==> src/rtl/current_pkg.sv <==
// Shared constants and types for the current-sensor monitor path.
// The readout stage, monitor and register map all import these defaults.
package current_pkg;

  localparam int unsigned CUR_W        = 16;
  localparam int unsigned AVG_LOG2_DEF = 3;
  localparam int unsigned OC_COUNT_DEF = 3;
  localparam int unsigned OC_CNT_W     = 8;

  typedef enum logic {
    FILL,
    RUN
  } mon_state_t;

endpackage

==> src/rtl/current_monitor_moving_avg.sv <==
// Power-of-two moving average over a ring buffer, with fill tracking
// so avg_valid only pulses once the window holds a full set of samples.
module moving_avg
  import current_pkg::*;
#(
  parameter int unsigned DATA_W   = CUR_W,
  parameter int unsigned AVG_LOG2 = AVG_LOG2_DEF
) (
  input  logic              clk_i,
  input  logic              rst_ni,
  input  logic [DATA_W-1:0] sample_i,
  input  logic              sample_valid_i,
  output logic [DATA_W-1:0] avg_o,
  output logic              avg_valid_o,
  output logic              primed_o
);

  localparam int unsigned WIN   = 1 << AVG_LOG2;
  localparam int unsigned SUM_W = DATA_W + AVG_LOG2;

  logic [DATA_W-1:0]   ring_q [WIN];
  logic [SUM_W-1:0]    sum_q, sum_d;
  logic [AVG_LOG2-1:0] wptr_q, wptr_d;
  logic [AVG_LOG2-1:0] fill_cnt_q, fill_cnt_d;
  mon_state_t          state_q, state_d;
  logic                upd_q;
  logic [DATA_W-1:0]   avg_q, avg_d;
  logic                avg_valid_q, avg_valid_d;

  // Unwritten slots are zero, so subtracting the evicted entry is exact during FILL too.
  always_comb begin
    sum_d  = sum_q;
    wptr_d = wptr_q;
    if (sample_valid_i) begin
      sum_d  = sum_q + SUM_W'(sample_i) - SUM_W'(ring_q[wptr_q]);
      wptr_d = wptr_q + 1'b1;
    end
  end

  always_comb begin
    state_d    = state_q;
    fill_cnt_d = fill_cnt_q;
    case (state_q)
      FILL: begin
        if (sample_valid_i) begin
          if (fill_cnt_q == AVG_LOG2'(WIN - 1)) begin
            state_d = RUN;
          end else begin
            fill_cnt_d = fill_cnt_q + 1'b1;
          end
        end
      end
      RUN: begin
        state_d = RUN;
      end
      default: state_d = FILL;
    endcase
  end

  always_comb begin
    avg_d       = avg_q;
    avg_valid_d = 1'b0;
    if (upd_q) begin
      avg_d       = DATA_W'(sum_q >> AVG_LOG2);
      avg_valid_d = (state_q == RUN);
    end
  end

  always_ff @(posedge clk_i) begin
    if (!rst_ni) begin
      for (int unsigned i = 0; i < WIN; i++) begin
        ring_q[i] <= '0;
      end
      sum_q       <= '0;
      wptr_q      <= '0;
      fill_cnt_q  <= '0;
      state_q     <= FILL;
      upd_q       <= 1'b0;
      avg_q       <= '0;
      avg_valid_q <= 1'b0;
    end else begin
      if (sample_valid_i) begin
        ring_q[wptr_q] <= sample_i;
      end
      sum_q       <= sum_d;
      wptr_q      <= wptr_d;
      fill_cnt_q  <= fill_cnt_d;
      state_q     <= state_d;
      upd_q       <= sample_valid_i;
      avg_q       <= avg_d;
      avg_valid_q <= avg_valid_d;
    end
  end

  assign avg_o       = avg_q;
  assign avg_valid_o = avg_valid_q;
  assign primed_o    = (state_q == RUN);

endmodule

==> src/rtl/current_monitor.sv <==
// Current-sample monitor: moving average, peak hold and a latched
// over-current fault driven by a run of consecutive over-threshold samples.
module current_monitor
  import current_pkg::*;
#(
  parameter int unsigned DATA_W   = CUR_W,
  parameter int unsigned AVG_LOG2 = AVG_LOG2_DEF,
  parameter int unsigned OC_COUNT = OC_COUNT_DEF
) (
  input  logic              clk,
  input  logic              rst_n,
  input  logic [DATA_W-1:0] sample_in,
  input  logic              sample_valid,
  input  logic [DATA_W-1:0] threshold,
  input  logic              clear_fault,
  input  logic              peak_clear,
  output logic [DATA_W-1:0] avg_out,
  output logic              avg_valid,
  output logic              primed,
  output logic [DATA_W-1:0] peak_out,
  output logic              over_current
);

  localparam logic [OC_CNT_W-1:0] OC_MAX = OC_CNT_W'(OC_COUNT);

  logic [DATA_W-1:0]   peak_q, peak_d;
  logic [OC_CNT_W-1:0] oc_cnt_q, oc_cnt_d;
  logic [OC_CNT_W-1:0] cnt_inc;
  logic                oc_q, oc_d;
  logic                hit;
  logic                trip;

  moving_avg #(
    .DATA_W   (DATA_W),
    .AVG_LOG2 (AVG_LOG2)
  ) u_moving_avg (
    .clk_i          (clk),
    .rst_ni         (rst_n),
    .sample_i       (sample_in),
    .sample_valid_i (sample_valid),
    .avg_o          (avg_out),
    .avg_valid_o    (avg_valid),
    .primed_o       (primed)
  );

  always_comb begin
    peak_d = peak_q;
    if (peak_clear) begin
      peak_d = sample_valid ? sample_in : '0;
    end else if (sample_valid && (sample_in > peak_q)) begin
      peak_d = sample_in;
    end
  end

  // A trip on this sample outranks a coincident clear_fault.
  always_comb begin
    hit      = (sample_in > threshold);
    cnt_inc  = (oc_cnt_q == OC_MAX) ? OC_MAX : oc_cnt_q + 1'b1;
    trip     = 1'b0;
    oc_cnt_d = oc_cnt_q;
    oc_d     = oc_q;
    if (sample_valid) begin
      oc_cnt_d = hit ? cnt_inc : '0;
      trip     = hit && (cnt_inc == OC_MAX);
      oc_d     = trip | (oc_q & ~clear_fault);
    end else if (clear_fault) begin
      oc_cnt_d = '0;
      oc_d     = 1'b0;
    end
  end

  always_ff @(posedge clk) begin
    if (!rst_n) begin
      peak_q   <= '0;
      oc_cnt_q <= '0;
      oc_q     <= 1'b0;
    end else begin
      peak_q   <= peak_d;
      oc_cnt_q <= oc_cnt_d;
      oc_q     <= oc_d;
    end
  end

  assign peak_out     = peak_q;
  assign over_current = oc_q;

endmodule

==> config.mk <==
export PLATFORM = sky130hd
export DESIGN_NAME = current_monitor
export DESIGN_NICKNAME = d
export VERILOG_FILES = /design/src/rtl/current_pkg.sv /design/src/rtl/current_monitor_moving_avg.sv /design/src/rtl/current_monitor.sv
export SDC_FILE = /design/constraint.sdc
export NUM_CORES = 1
export LEC_CHECK = 0
export CAP_MARGIN = 15
export CORE_MARGIN = 1
export CORE_UTILIZATION = 60
export CTS_BUF_LIST = sky130_fd_sc_hd__clkbuf_8
export DETAILED_ROUTE_END_ITERATION = 16
export GPL_TIMING_DRIVEN = 0
export PLACE_DENSITY = 0.81
export SYNTH_ARGS = -nofsm -noshare
export SYNTH_HDL_FRONTEND = slang
export SYNTH_SLANG_ARGS = --single-unit
==> constraint.sdc <==
create_clock -name clk -period 8.9 [get_ports clk]
set_input_delay 1.78 -clock clk [delete_from_list [all_inputs] [get_ports clk]]
set_output_delay 1.78 -clock clk [all_outputs]
set_load 0.05 [all_outputs]
Yosys cells after proc, flatten, opt, wreduce, memory -nomap -nowiden
Memory sizes are Yosys's and may differ from the RTL's. A register that Yosys moved wholly into a read port is not among the register bits.
Index checks and enable logic that the tools add are counted.
- output and inout bits: 35
- input bits: 37
- memory bits (writable): 128
- memories kept: 1
- register bits: 69
- memory list (memory ; words ; width ; rd ports ; clocked after Yosys merged registers in ; write ports ; RTL line ; RTL):
    u_moving_avg.ring_q ; 8 ; 16 ; 1 ; 1 ; 8 ; current_monitor_moving_avg.sv:21 ; logic [DATA_W-1:0] ring_q [WIN];
- add/sub/neg operators: 5
- equal/unequal tests: 3
- multiplexer cells: 21
- reduce and logical (&&, ||, !) cells: 7
- order comparisons: 2
- bitwise gates (word level): 5
- operator list (operator ; count):
    2-to-1 mux 16 bit ; 4
    > comparator 16 bit ; 2
    2-to-1 mux 8 bit ; 4
    adder 19 x 16 -> 19 bit ; 1
    subtractor 19 x 16 -> 19 bit ; 1
    equality test 8 x 2 -> 1 bit (second input constant) ; 2
    OR reduction 16 bit ; 1
    2-to-1 mux 1 bit ; 9
    2-to-1 mux 3 bit ; 3
    adder 8 x 1 -> 8 bit (second input constant) ; 1
    adder 3 x 1 -> 3 bit (second input constant) ; 2
    nonzero test 2 bit ; 2
    equality test 3 bit (second input constant) ; 1
    inverter 1 bit ; 3
    AND reduction 3 bit ; 1
    logical AND 1 bit ; 2
    one-hot mux 1 bit (2 select lines) ; 1
    AND reduction 2 bit ; 1
    AND 1 bit ; 1
    OR 1 bit ; 1

Longest topological paths before layout
Gate-level depths: netlist of the first run.
- depth in word-level cells: 6
- depth in mapped cells: 15
- depth with buffers taken out: 13

Cells and area by module
From an unflattened synthesis of the first run, not the netlist that was laid out.
- cells, all modules: 979
- area, all modules: 10956.8 µm²
- modules (own cells, without submodules) (module ; times used ; sequential area each (µm²) ; area an instance (µm²) ; cells an instance):
    moving_avg ; 1 ; 4784.6 ; 8829.7 ; 710
    current_monitor ; 1 ; 500.5 ; 2127.0 ; 269

Least setup slack after synthesis of the first run
No wires, ideal clock.
- kind: input to register
- start point: in sample_in[1]
- end point: reg u_moving_avg.sum_q[16]
- path slack: 4.514 ns
- library setup time: 0.128 ns
- buffers on the path: 0
- data arrival time: 4.259 ns
- stages on the path: 11
- data required time: 8.772 ns
- path through: clkinv_1 > fa_1 > inv_1 > fa_1 > a211oi_1 > o21ai_2 > a41oi_4 > o21ai_2 > a221oi_2 > xor2_1 > o21ai_1
- cells in the longest elaborated chain, start to end: 2
- RTL lines (what ; RTL line ; RTL):
    start: declaration ; current_monitor.sv:12 ; input logic [DATA_W-1:0] sample_in,
    adder 19 x 16 -> 19 bit ; current_monitor_moving_avg.sv:35 ; sum_d = sum_q + SUM_W'(sample_i) - SUM_W'(ring_q[wptr_q]);
    subtractor 19 x 16 -> 19 bit ; current_monitor_moving_avg.sv:35 ;
    end signal: assignment ; current_monitor_moving_avg.sv:85 ; sum_q <= sum_d;
    end: declaration ; current_monitor_moving_avg.sv:22 ; logic [SUM_W-1:0] sum_q, sum_d;
Every way passes these cells.
A chain may end at the register's enable or synchronous reset.

Worst setup path in the final report of the first run
- start point: in sample_in[1]
- end point: reg u_moving_avg.sum_q[15]
The elaborated chain is that of the path after synthesis.

==> out/metrics.cfg, run 1 <==
[routing]
drt_first_pass_iters=5
detail-route-antenna-nets=0
wl_um=26800
drt_iter0_drc=885
vias=8031
wl_met3_um=2540
routed_via_density=6.27
drc=0
met1_length_um=10600
top_layer_used=met4
met2_length_um=12600
wl_per_cell_um=21.0

[status]
status=completed

[critical_path]
arrival_ns=5.65
setup.worst_path.start_class=primary input
slowest_delay_ns=0.64
crit_type=in -> reg
worstPathCellList=clkdlybuf4s50_1, clkinv_1, fa_1, inv_1, ha_1, a211oi_1, o21ai_0, a31oi_1, nor4_1, a211oi_1, mux2_2, o31ai_1
crit_path_max_fanout=8
crit_path_top_delay_cell=fa_1
crit_top_cell=a211oi_1
cp-end-kind=flop
crit_required_ns=9.29

[timing]
clock_skew_ns=0.0167
rsz0062_at_grt=no
whs_ns=0.478
fin_crit_sh_pct=59.1
slew-limit-headroom_pct=30.7
tns_ns=0
fmax_ghz=0.190
slew_violations=0
finalHoldViolCount=0
tightestPinTransition_ns=1.04
finalSetupViolCount=0
fin_crit_ns=5.26

[finish]
antenna_cells=0
stdcell_area_sq_um=12400
drive_gt1_share_pct=10.7
final_common_cell=edfxtp_1
fillers=1238
final_cell_mix=edfxtp_1, inv_1, nor2_1, dfxtp_1, clkdlybuf4s50_1
area_growth_syn_to_layout_pct=14.3
fin_nets=1151

[global_route]
first_global_vias=7925
grt_use_total_pct=30.8
grt_pass1_wl_um=42100
gr-total-overflow=0
antenna_found_initial=1
grt_max_degree=18

[logic_synthesis]
synth_top_area_cell=edfxtp_1
syn_area_per_cell_sq_um=11.4
synth_edf_count=128
synth_nets=1061
ys_types=64
yosysSeqAreaShare_pct=48.7
synth_area_sq_um=10800
async_flop_share_pct=0
netlist_instances=953
synth_top_area_share_pct=35.4
ys.flop_type=edfxtp_1
synth_warnings=0
ys_ff_latch=200
synthTopCellsByArea=edfxtp_1, dfxtp_1, mux4_2

[clock_network]
cts_root_buf=clkbuf_8
clock_latency_ns=0.48
postCtsSetupRepairBufs=0
cts_buffer_depth=2
numCtsBuffers=17
clkTransAtPathRegs_ns=0.09
cts_tree=done
cts.repair.resized=0
htree_levels=4
numClockSinks=200
hold_buffers=0

[place]
gp_congestion=0.888
postPlaceCellArea_sq_um=11900
hpwlAfterDp_um=19400
portBuffers=70

[power_and_ir_drop]
vdd_drop_max_v=0.000155
power.density_nw_per_um2=245
p_leak_nw=4.72

[floorplan]
pin_count=72
die_y_um=136
core_sq_um=17500
rows=48
start_util_pct=62.1
fp.dieW_um=136
die_area_sq_um=18600

[hold_path]
hold_path_class=reg -> reg

[flow_run]
maxCapViolations=0

## registers in the layout, indices dropped and copies added (netlist names), named ones only
| signal | flops |
|---|---|
| u_moving_avg.primed_o | 1 |
| u_moving_avg.avg_o | 16 |
| over_current | 1 |
| peak_out | 16 |
| u_moving_avg.avg_valid_o | 1 |
| u_moving_avg.ring_q | 128 |
| u_moving_avg.sum_q | 19 |
| u_moving_avg.fill_cnt_q | 3 |
| u_moving_avg.wptr_q | 3 |
| oc_cnt_q | 8 |
| u_moving_avg.upd_q | 1 |
## cell usage after synthesis (14+ instances only)
cell type and number:
a21o_1 18, a21oi_1 23, and2_1 17, clkbuf_1 46, clkinv_1 16, dfxtp_1 72, edfxtp_1 128, fa_1 16
ha_1 55, inv_1 88, mux2_2 16, mux2i_1 47, mux4_2 32, nand2_1 21, nand3_1 16, nor2_1 72
nor3_1 55, nor4_1 66, o21ai_0 26, xnor2_1 14
## final cells by class
cell class / count / area (sq um) / area share, %
multi-input cells: 583 / 4920 / 39.7
clock inverters: 14 / 253 / 2.04
repair buffers: 71 / 706 / 5.69
inverters: 105 / 394 / 3.18
plain buffers: 65 / 313 / 2.52
well taps: 225 / 282 / 2.27
flip-flops and latches: 200 / 5290 / 42.6
clock buffers: 18 / 248 / 2.00
## kinds of logic (layout without fill, tap and decap cells)
family	Yosys count	after routing	synth area share [%]
buf+inv	170	273	6.52
flops	200	200	48.7
mux	95	95	12.6
fa+ha+maj	71	71	9.30
xor+xnor	22	22	1.78
compound gates	120	120	8.02
simple gates	275	275	13.0
## through the flow
stage / setup slack (ns) / utilization [%] / total power, mW / cells
after floorplan: 4.51 / - / 2.05 / 953
after global placement: 3.28 / 67.7 / 2.28 / 1248
after detailed placement: 3.32 / 68.1 / 2.32 / 1249
after CTS: 3.75 / 71.0 / 3.02 / 1281
after global routing: 3.53 / 71.0 / 3.20 / 1281
final: 3.64 / 71.0 / 3.04 / 1281
## critical path, delay by kind of cell
kind	cells	cell delay, ns
AOI/OAI and AO/OA	5	1.36
adders and majority gates	2	0.95
buffers and inverters	3	1.08
muxes	1	0.37
and+or+nand+nor	1	0.11
## layer usage
layer | global-route usage [%] | vias to the layer above
met2 | 48.7 | 442
met3 | 7.35 | 67
li1 | - | 3665
met5 | 0 | -
met1 | 39.6 | 3857
met4 | 15.3 | 0
## power by group
group          switching (mW)  internal, mW
sequential             0.0494          1.07
clock                   0.322         0.397
combinational           0.696         0.512
total                    1.07          1.98
## path summary, 6_finish.rpt
| check | from | to | slack, ns | cells past startpoint |
|---|---|---|---|---|
| setup / recovery | sample_in[1] | u_moving_avg.sum_q[15] | 3.64 | 12 |
| hold reg to reg | over_current | over_current | 0.48 | 2 |
| setup reg to reg | flop | u_moving_avg.sum_q[15] | 4.20 | 14 |
| hold / removal | over_current | over_current | 0.48 | 2 |
No activity file was read; power rests on OpenSTA's default activity.
==> inputs of run 2 (changes only) <==
- CORE_UTILIZATION: 60 -> 56
- PLACE_DENSITY: 0.81 -> 0.79
- clock period: 8.9 -> 4.25 ns (I/O delays scaled with it)
==> out/metrics.cfg, run 2 (synthesized netlist as in run 1, its figures left out) <==
[global_route]
antenna_found_initial=0  ; -1
first_global_vias=7849  ; -0.96%
gr-total-overflow=0  ; unchanged
grt_pass1_wl_um=42100  ; about the same
grt_max_degree=17  ; -1
grt_use_total_pct=28.5  ; -2.2 points

[timing]
finalHoldViolCount=0  ; unchanged
fin_crit_ns=4.09
setup_slack_ns=0.159  ; -3.48 ns
whs_ns=0.479  ; +0.000160 ns
clock_skew_ns=0.0106  ; -0.00614 ns
slew-limit-headroom_pct=32.9  ; +2.2 points
rsz0062_at_grt=no
fin_crit_sh_pct=96.3
fmax_ghz=0.244
finalSetupViolCount=0  ; unchanged
tightestPinTransition_ns=1.01  ; -0.0324 ns
slew_violations=0  ; unchanged

[status]
status=completed

[clock_network]
htree_levels=4  ; unchanged
cts_tree=done
cts_root_buf=clkbuf_8
clkTransAtPathRegs_ns=0.09  ; about the same
numCtsBuffers=17  ; unchanged
cts_buffer_depth=2  ; unchanged
numClockSinks=200  ; unchanged
postCtsSetupRepairBufs=0  ; unchanged
clock_latency_ns=0.48  ; about the same
hold_buffers=0  ; unchanged

[routing]
top_layer_used=met4
detail-route-antenna-nets=0  ; unchanged
wl_met3_um=2590  ; +2.1%
wl_um=26900  ; +0.21%
drt_first_pass_iters=5  ; unchanged
met1_length_um=10700  ; +1.4%
wl_per_cell_um=20.4  ; -2.6%
routed_via_density=6.12  ; -2.3%
drt_iter0_drc=845  ; -4.5%
vias=8070  ; +0.49%
drc=0  ; unchanged
met2_length_um=12500  ; -0.63%

[floorplan]
fp.dieW_um=141  ; +3.5%
core_sq_um=18800  ; +7.7%
rows=50  ; +4.2%
pin_count=72  ; unchanged
die_area_sq_um=19900  ; +7.0%
start_util_pct=57.6  ; -4.5 points
die_y_um=141  ; +3.5%

[critical_path]
cp-end-kind=flop
crit_type=in -> reg
arrival_ns=4.49  ; -1.16 ns
crit_path_max_fanout=8  ; unchanged
crit_required_ns=4.65  ; -4.64 ns
setup.worst_path.start_class=primary input

[place]
postPlaceCellArea_sq_um=12000  ; +0.52%
portBuffers=70  ; unchanged
gp_congestion=0.883  ; -0.61%
post-place-ws_ns=-0.397  ; -3.71 ns
hpwlAfterDp_um=19400  ; about the same

[power_and_ir_drop]
power.internal_mw=4.02  ; +100%
seqPwrFrac_pct=37.7  ; +1.0 points
total_power_mw=6.22  ; +100%
power.density_nw_per_um2=500  ; +100%
p_leak_nw=4.73  ; +0.23%
comb_power_share_pct=40.8  ; +1.1 points
pwr-share-clk_pct=21.6  ; -2.0 points
switching_power_mw=2.20  ; +110%
vdd_drop_max_v=0.000324  ; +110%
netSwitchingFraction_pct=35.3  ; +0.28 points

[finish]
stdcell_area_sq_um=12500  ; +0.38%
final_cell_mix=edfxtp_1, inv_1, nor2_1
fillers=1376  ; +11%
area_growth_syn_to_layout_pct=14.8
drive_gt1_share_pct=11.6  ; +0.94 points
reg.largest.list=u_moving_avg.ring_q (128), u_moving_avg.sum_q (19)
final_common_cell=edfxtp_1
top_register=u_moving_avg.ring_q
fin_nets=1152  ; +0.087%
largest_register_ffs=128  ; unchanged

[hold_path]
hold_path_class=reg -> reg

[flow_run]
maxCapViolations=0  ; unchanged

## run 2: cell types whose count changed in the layout (fill, tap and decap cells not counted), moves of 2 or more
cell / before / now
clkbuf_2: 2 / 5
bufinv_16: 7 / 4
clkbuf_8: 21 / 24
clkbuf_1: 46 / 41
buf_2: 4 / 2
a211oi_2: 1 / 3
buf_6: 2 / 6
a211oi_1: 11 / 9
## run 2: stage by stage
step,cells,setup TNS [ns],util (%)
detailed placement,1286,-2.01,63.5
finish,1318,0,66.1
floorplan,953,0,-
global placement,1283,-36.29,63.1
global route,1317,0,66.1
CTS,1317,0,66.1
## run 2: layer usage
metal,track usage [%],vias up
met5,0,-
met4,13.9,0
met3,7.37,71
met2,44.8,472
met1,36.9,3848
li1,-,3679
## run 2: power groups by stage
stage / clock [mW] / combinational, mW / sequential, mW
4_1_cts: 1.35 / 2.51 / 2.34
5_1_grt: 1.42 / 2.79 / 2.36
3_3_place_gp: 0 / 2.40 / 2.38
3_5_place_dp: 0 / 2.46 / 2.38
6_report: 1.34 / 2.54 / 2.34
2_1_floorplan: 0 / 1.87 / 2.43
## run 2: worst max-delay path, cell delays in order
cell	delay (ns)
clkdlybuf4s50_1	0.58
clkinv_1	0.44
fa_1	0.67
inv_1	0.04
ha_1	0.28
clkdlybuf4s15_2	0.28
a211oi_1	0.27
o21ai_0	0.17
a21o_1	0.20
a211oi_1	0.26
mux2_2	0.36
o31ai_1	0.06
## run 2: layout make-up
type,count,area [sq um],area share (%)
clock inverter,11,154,1.24
buffer,64,333,2.67
timing repair buffer,73,732,5.88
clock buffer,21,289,2.32
antenna,1,2.50,0.0201
inverter,105,398,3.20
tap,260,325,2.61
sequential,200,5290,42.5
multi-input combinational,583,4930,39.6
## run 2: path summary, 6_finish.rpt
path / to / slack, ns / depth (start not counted) / startpoint
max: u_moving_avg.sum_q[15] / 0.16 / 12 / sample_in[9]
min: over_current / 0.48 / 2 / over_current
max reg2reg: u_moving_avg.sum_q[15] / 0.16 / 13 / flop
min reg2reg: over_current / 0.48 / 2 / over_current
## run 2: what timing repair did
action,4_1_cts,5_1_grt
endpoints found under the setup margin,8,2
pin swaps,0,1
gates resized for setup,13,5
==> inputs of run 3 (changes only) <==
- CTS_CLUSTER_SIZE: unset -> 10
- REMOVE_ABC_BUFFERS: unset -> 1
==> out/metrics.cfg, run 3 (synthesized netlist as in run 1, its figures left out) <==
[status]
status=completed

[floorplan]
pin_count=72  ; unchanged
start_util_pct=57.6  ; unchanged
die_y_um=141  ; unchanged
core_sq_um=18800  ; unchanged
rows=50  ; unchanged
fp.dieW_um=141  ; unchanged
die_area_sq_um=19900  ; unchanged

[timing]
clock_skew_ns=0.0127  ; +0.00208 ns
finalHoldViolCount=0  ; unchanged
rsz0062_at_grt=no
slew_violations=0  ; unchanged
fin_crit_ns=4.11  ; +0.0181 ns
tightestPinTransition_ns=1.12  ; +0.114 ns
whs_ns=0.481  ; +0.00224 ns
fmax_ghz=0.243  ; -0.44%
finalSetupViolCount=0  ; unchanged
slew-limit-headroom_pct=25.1  ; -7.7 points
fin_crit_sh_pct=96.7  ; +0.43 points
setup_slack_ns=0.140  ; -0.0181 ns

[power_and_ir_drop]
p_leak_nw=4.62  ; -2.4%
vdd_drop_max_v=0.000245  ; -24%
total_power_mw=5.85  ; -5.9%
power.density_nw_per_um2=480  ; -3.9%

[finish]
drive_gt1_share_pct=11.9  ; +0.25 points
reg.largest.list=u_moving_avg.ring_q (128), u_moving_avg.sum_q (19)
final_cell_mix=edfxtp_1, inv_1, nor2_1
area_growth_syn_to_layout_pct=12.4
fin_nets=1096  ; -4.9%
largest_register_ffs=128  ; unchanged
final_common_cell=edfxtp_1
antenna_cells=0  ; -1
top_register=u_moving_avg.ring_q

[clock_network]
cts_tree=done
numCtsBuffers=17  ; unchanged
clock_latency_ns=0.48  ; about the same
hold_buffers=0  ; unchanged
numClockSinks=200  ; unchanged
cts_buffer_depth=2  ; unchanged
htree_levels=4  ; unchanged
clkTransAtPathRegs_ns=0.10  ; about the same
cts_root_buf=clkbuf_8

[global_route]
use_met3_pct=4.82  ; -2.5 points
grtUsageMet2_pct=39.4  ; -5.4 points
antenna_found_initial=0  ; unchanged
gr-total-overflow=0  ; unchanged
grt_max_degree=47  ; +30
grt_use_total_pct=23.9  ; -4.6 points
first_global_vias=7219  ; -8.0%
gr-max-usage-layer=met2
grt_pass1_wl_um=36400  ; -13%
grt_use_met1_pct=30.7  ; -6.3 points

[place]
portBuffers=71  ; +1.4%
hpwlAfterDp_um=15200  ; -22%
gp_congestion=0.802  ; -9.1%
post-place-ws_ns=-0.620  ; -0.223 ns

[routing]
routed_via_density=5.89  ; -3.8%
drc=0  ; unchanged
drt_first_pass_iters=4  ; -1
wl_per_cell_um=17.9  ; -12%
wl_um=22600  ; -16%
drt_iter0_drc=559  ; -34%
detail-route-antenna-nets=0  ; unchanged
vias=7424  ; -8.0%

[hold_path]
hold_depth=2  ; unchanged
hold_path_class=reg -> reg

[critical_path]
crit_top_cell=mux2_2
worstPathCellList=buf_12, mux4_2, mux2_2, fa_1, inv_1, ha_1, a211oi_2, o21ai_0, a31oi_1, nor4_1, a211oi_1, mux2_2, o31ai_1
cp.depth=13  ; +1
cp-end-kind=flop
r2r_cells=13  ; unchanged
crit_required_ns=4.63  ; -0.02 ns
critPathBufInv=2  ; -2
crit_type=reg -> reg
cpLargestDelayFamily=multiplexers
slowest_delay_ns=0.56  ; -0.11 ns
arrival_ns=4.49  ; about the same
crit_path_top_delay_cell=mux4_2
crit_path_max_fanout=19  ; +11
setup.worst_path.start_class=flop

[flow_run]
maxCapViolations=0  ; unchanged

==> run 3: changes by cell type in the layout (fill, tap and decap cells not counted), moves of 3 or more <==
cell / delta
nand2_1: -3
clkbuf_2: -5
inv_1: +3
nand2_2: +3
clkbuf_8: -4
clkbuf_1: -41
buf_6: -5
buf_1: -6
bufinv_16: -3
buf_12: +3
==> run 3: tightest hold or removal path, cell delays in order (launching register included) <==
cell and delay [ns]:
dfxtp_1 0.32, nand2b_1 0.06, a21oi_1 0.06
==> run 3: layout make-up <==
type	instances	area [sq um]
fillers	1437	6640
flip-flops and latches	200	5290
multi-input cells	583	4950
repair buffers	81	856
inverters	105	398
well taps	260	325
clock buffers	20	275
clock inverters	12	90.1
==> run 3: report_power, final <==
part / leakage [nW] / internal, mW / switching [mW]
combinational: 2.50 / 1.02 / 1.33
clock: 0.202 / 0.499 / 0.641
sequential: 1.92 / 2.24 / 0.131
total: 4.62 / 3.75 / 2.10
==> run 3: path summary, 6_finish.rpt <==
path	start	endpoint	slack [ns]
max	flop	u_moving_avg.sum_q[15]	0.14
min	over_current	over_current	0.48
max reg2reg	flop	u_moving_avg.sum_q[15]	0.14
min reg2reg	over_current	over_current	0.48
==> run 3: repair_timing <==
item | 4_1_cts | 5_1_grt
pin swaps | 0 | 0
buffers inserted | 2 | 0
setup endpoints to repair | 24 | 2
gates resized for setup | 4 | 3
==> run 3: routing by layer <==
metal	wire, um	up-vias
met1	9770	3545
met3	1480	38
met5	0	-
met2	10700	279
li1	-	3562
met4	659	0
==> run 3: stage by stage <==
step	TNS, ns	instance area (sq um)	cells	utilization [%]
6_report	0	12200	1261	64.7
5_1_grt	0	12200	1261	64.7
4_1_cts	0	12200	1260	64.6
3_5_place_dp	-21.48	11800	1226	62.6
3_3_place_gp	-704.38	11600	1219	61.5
2_1_floorplan	-24.70	10500	888	-
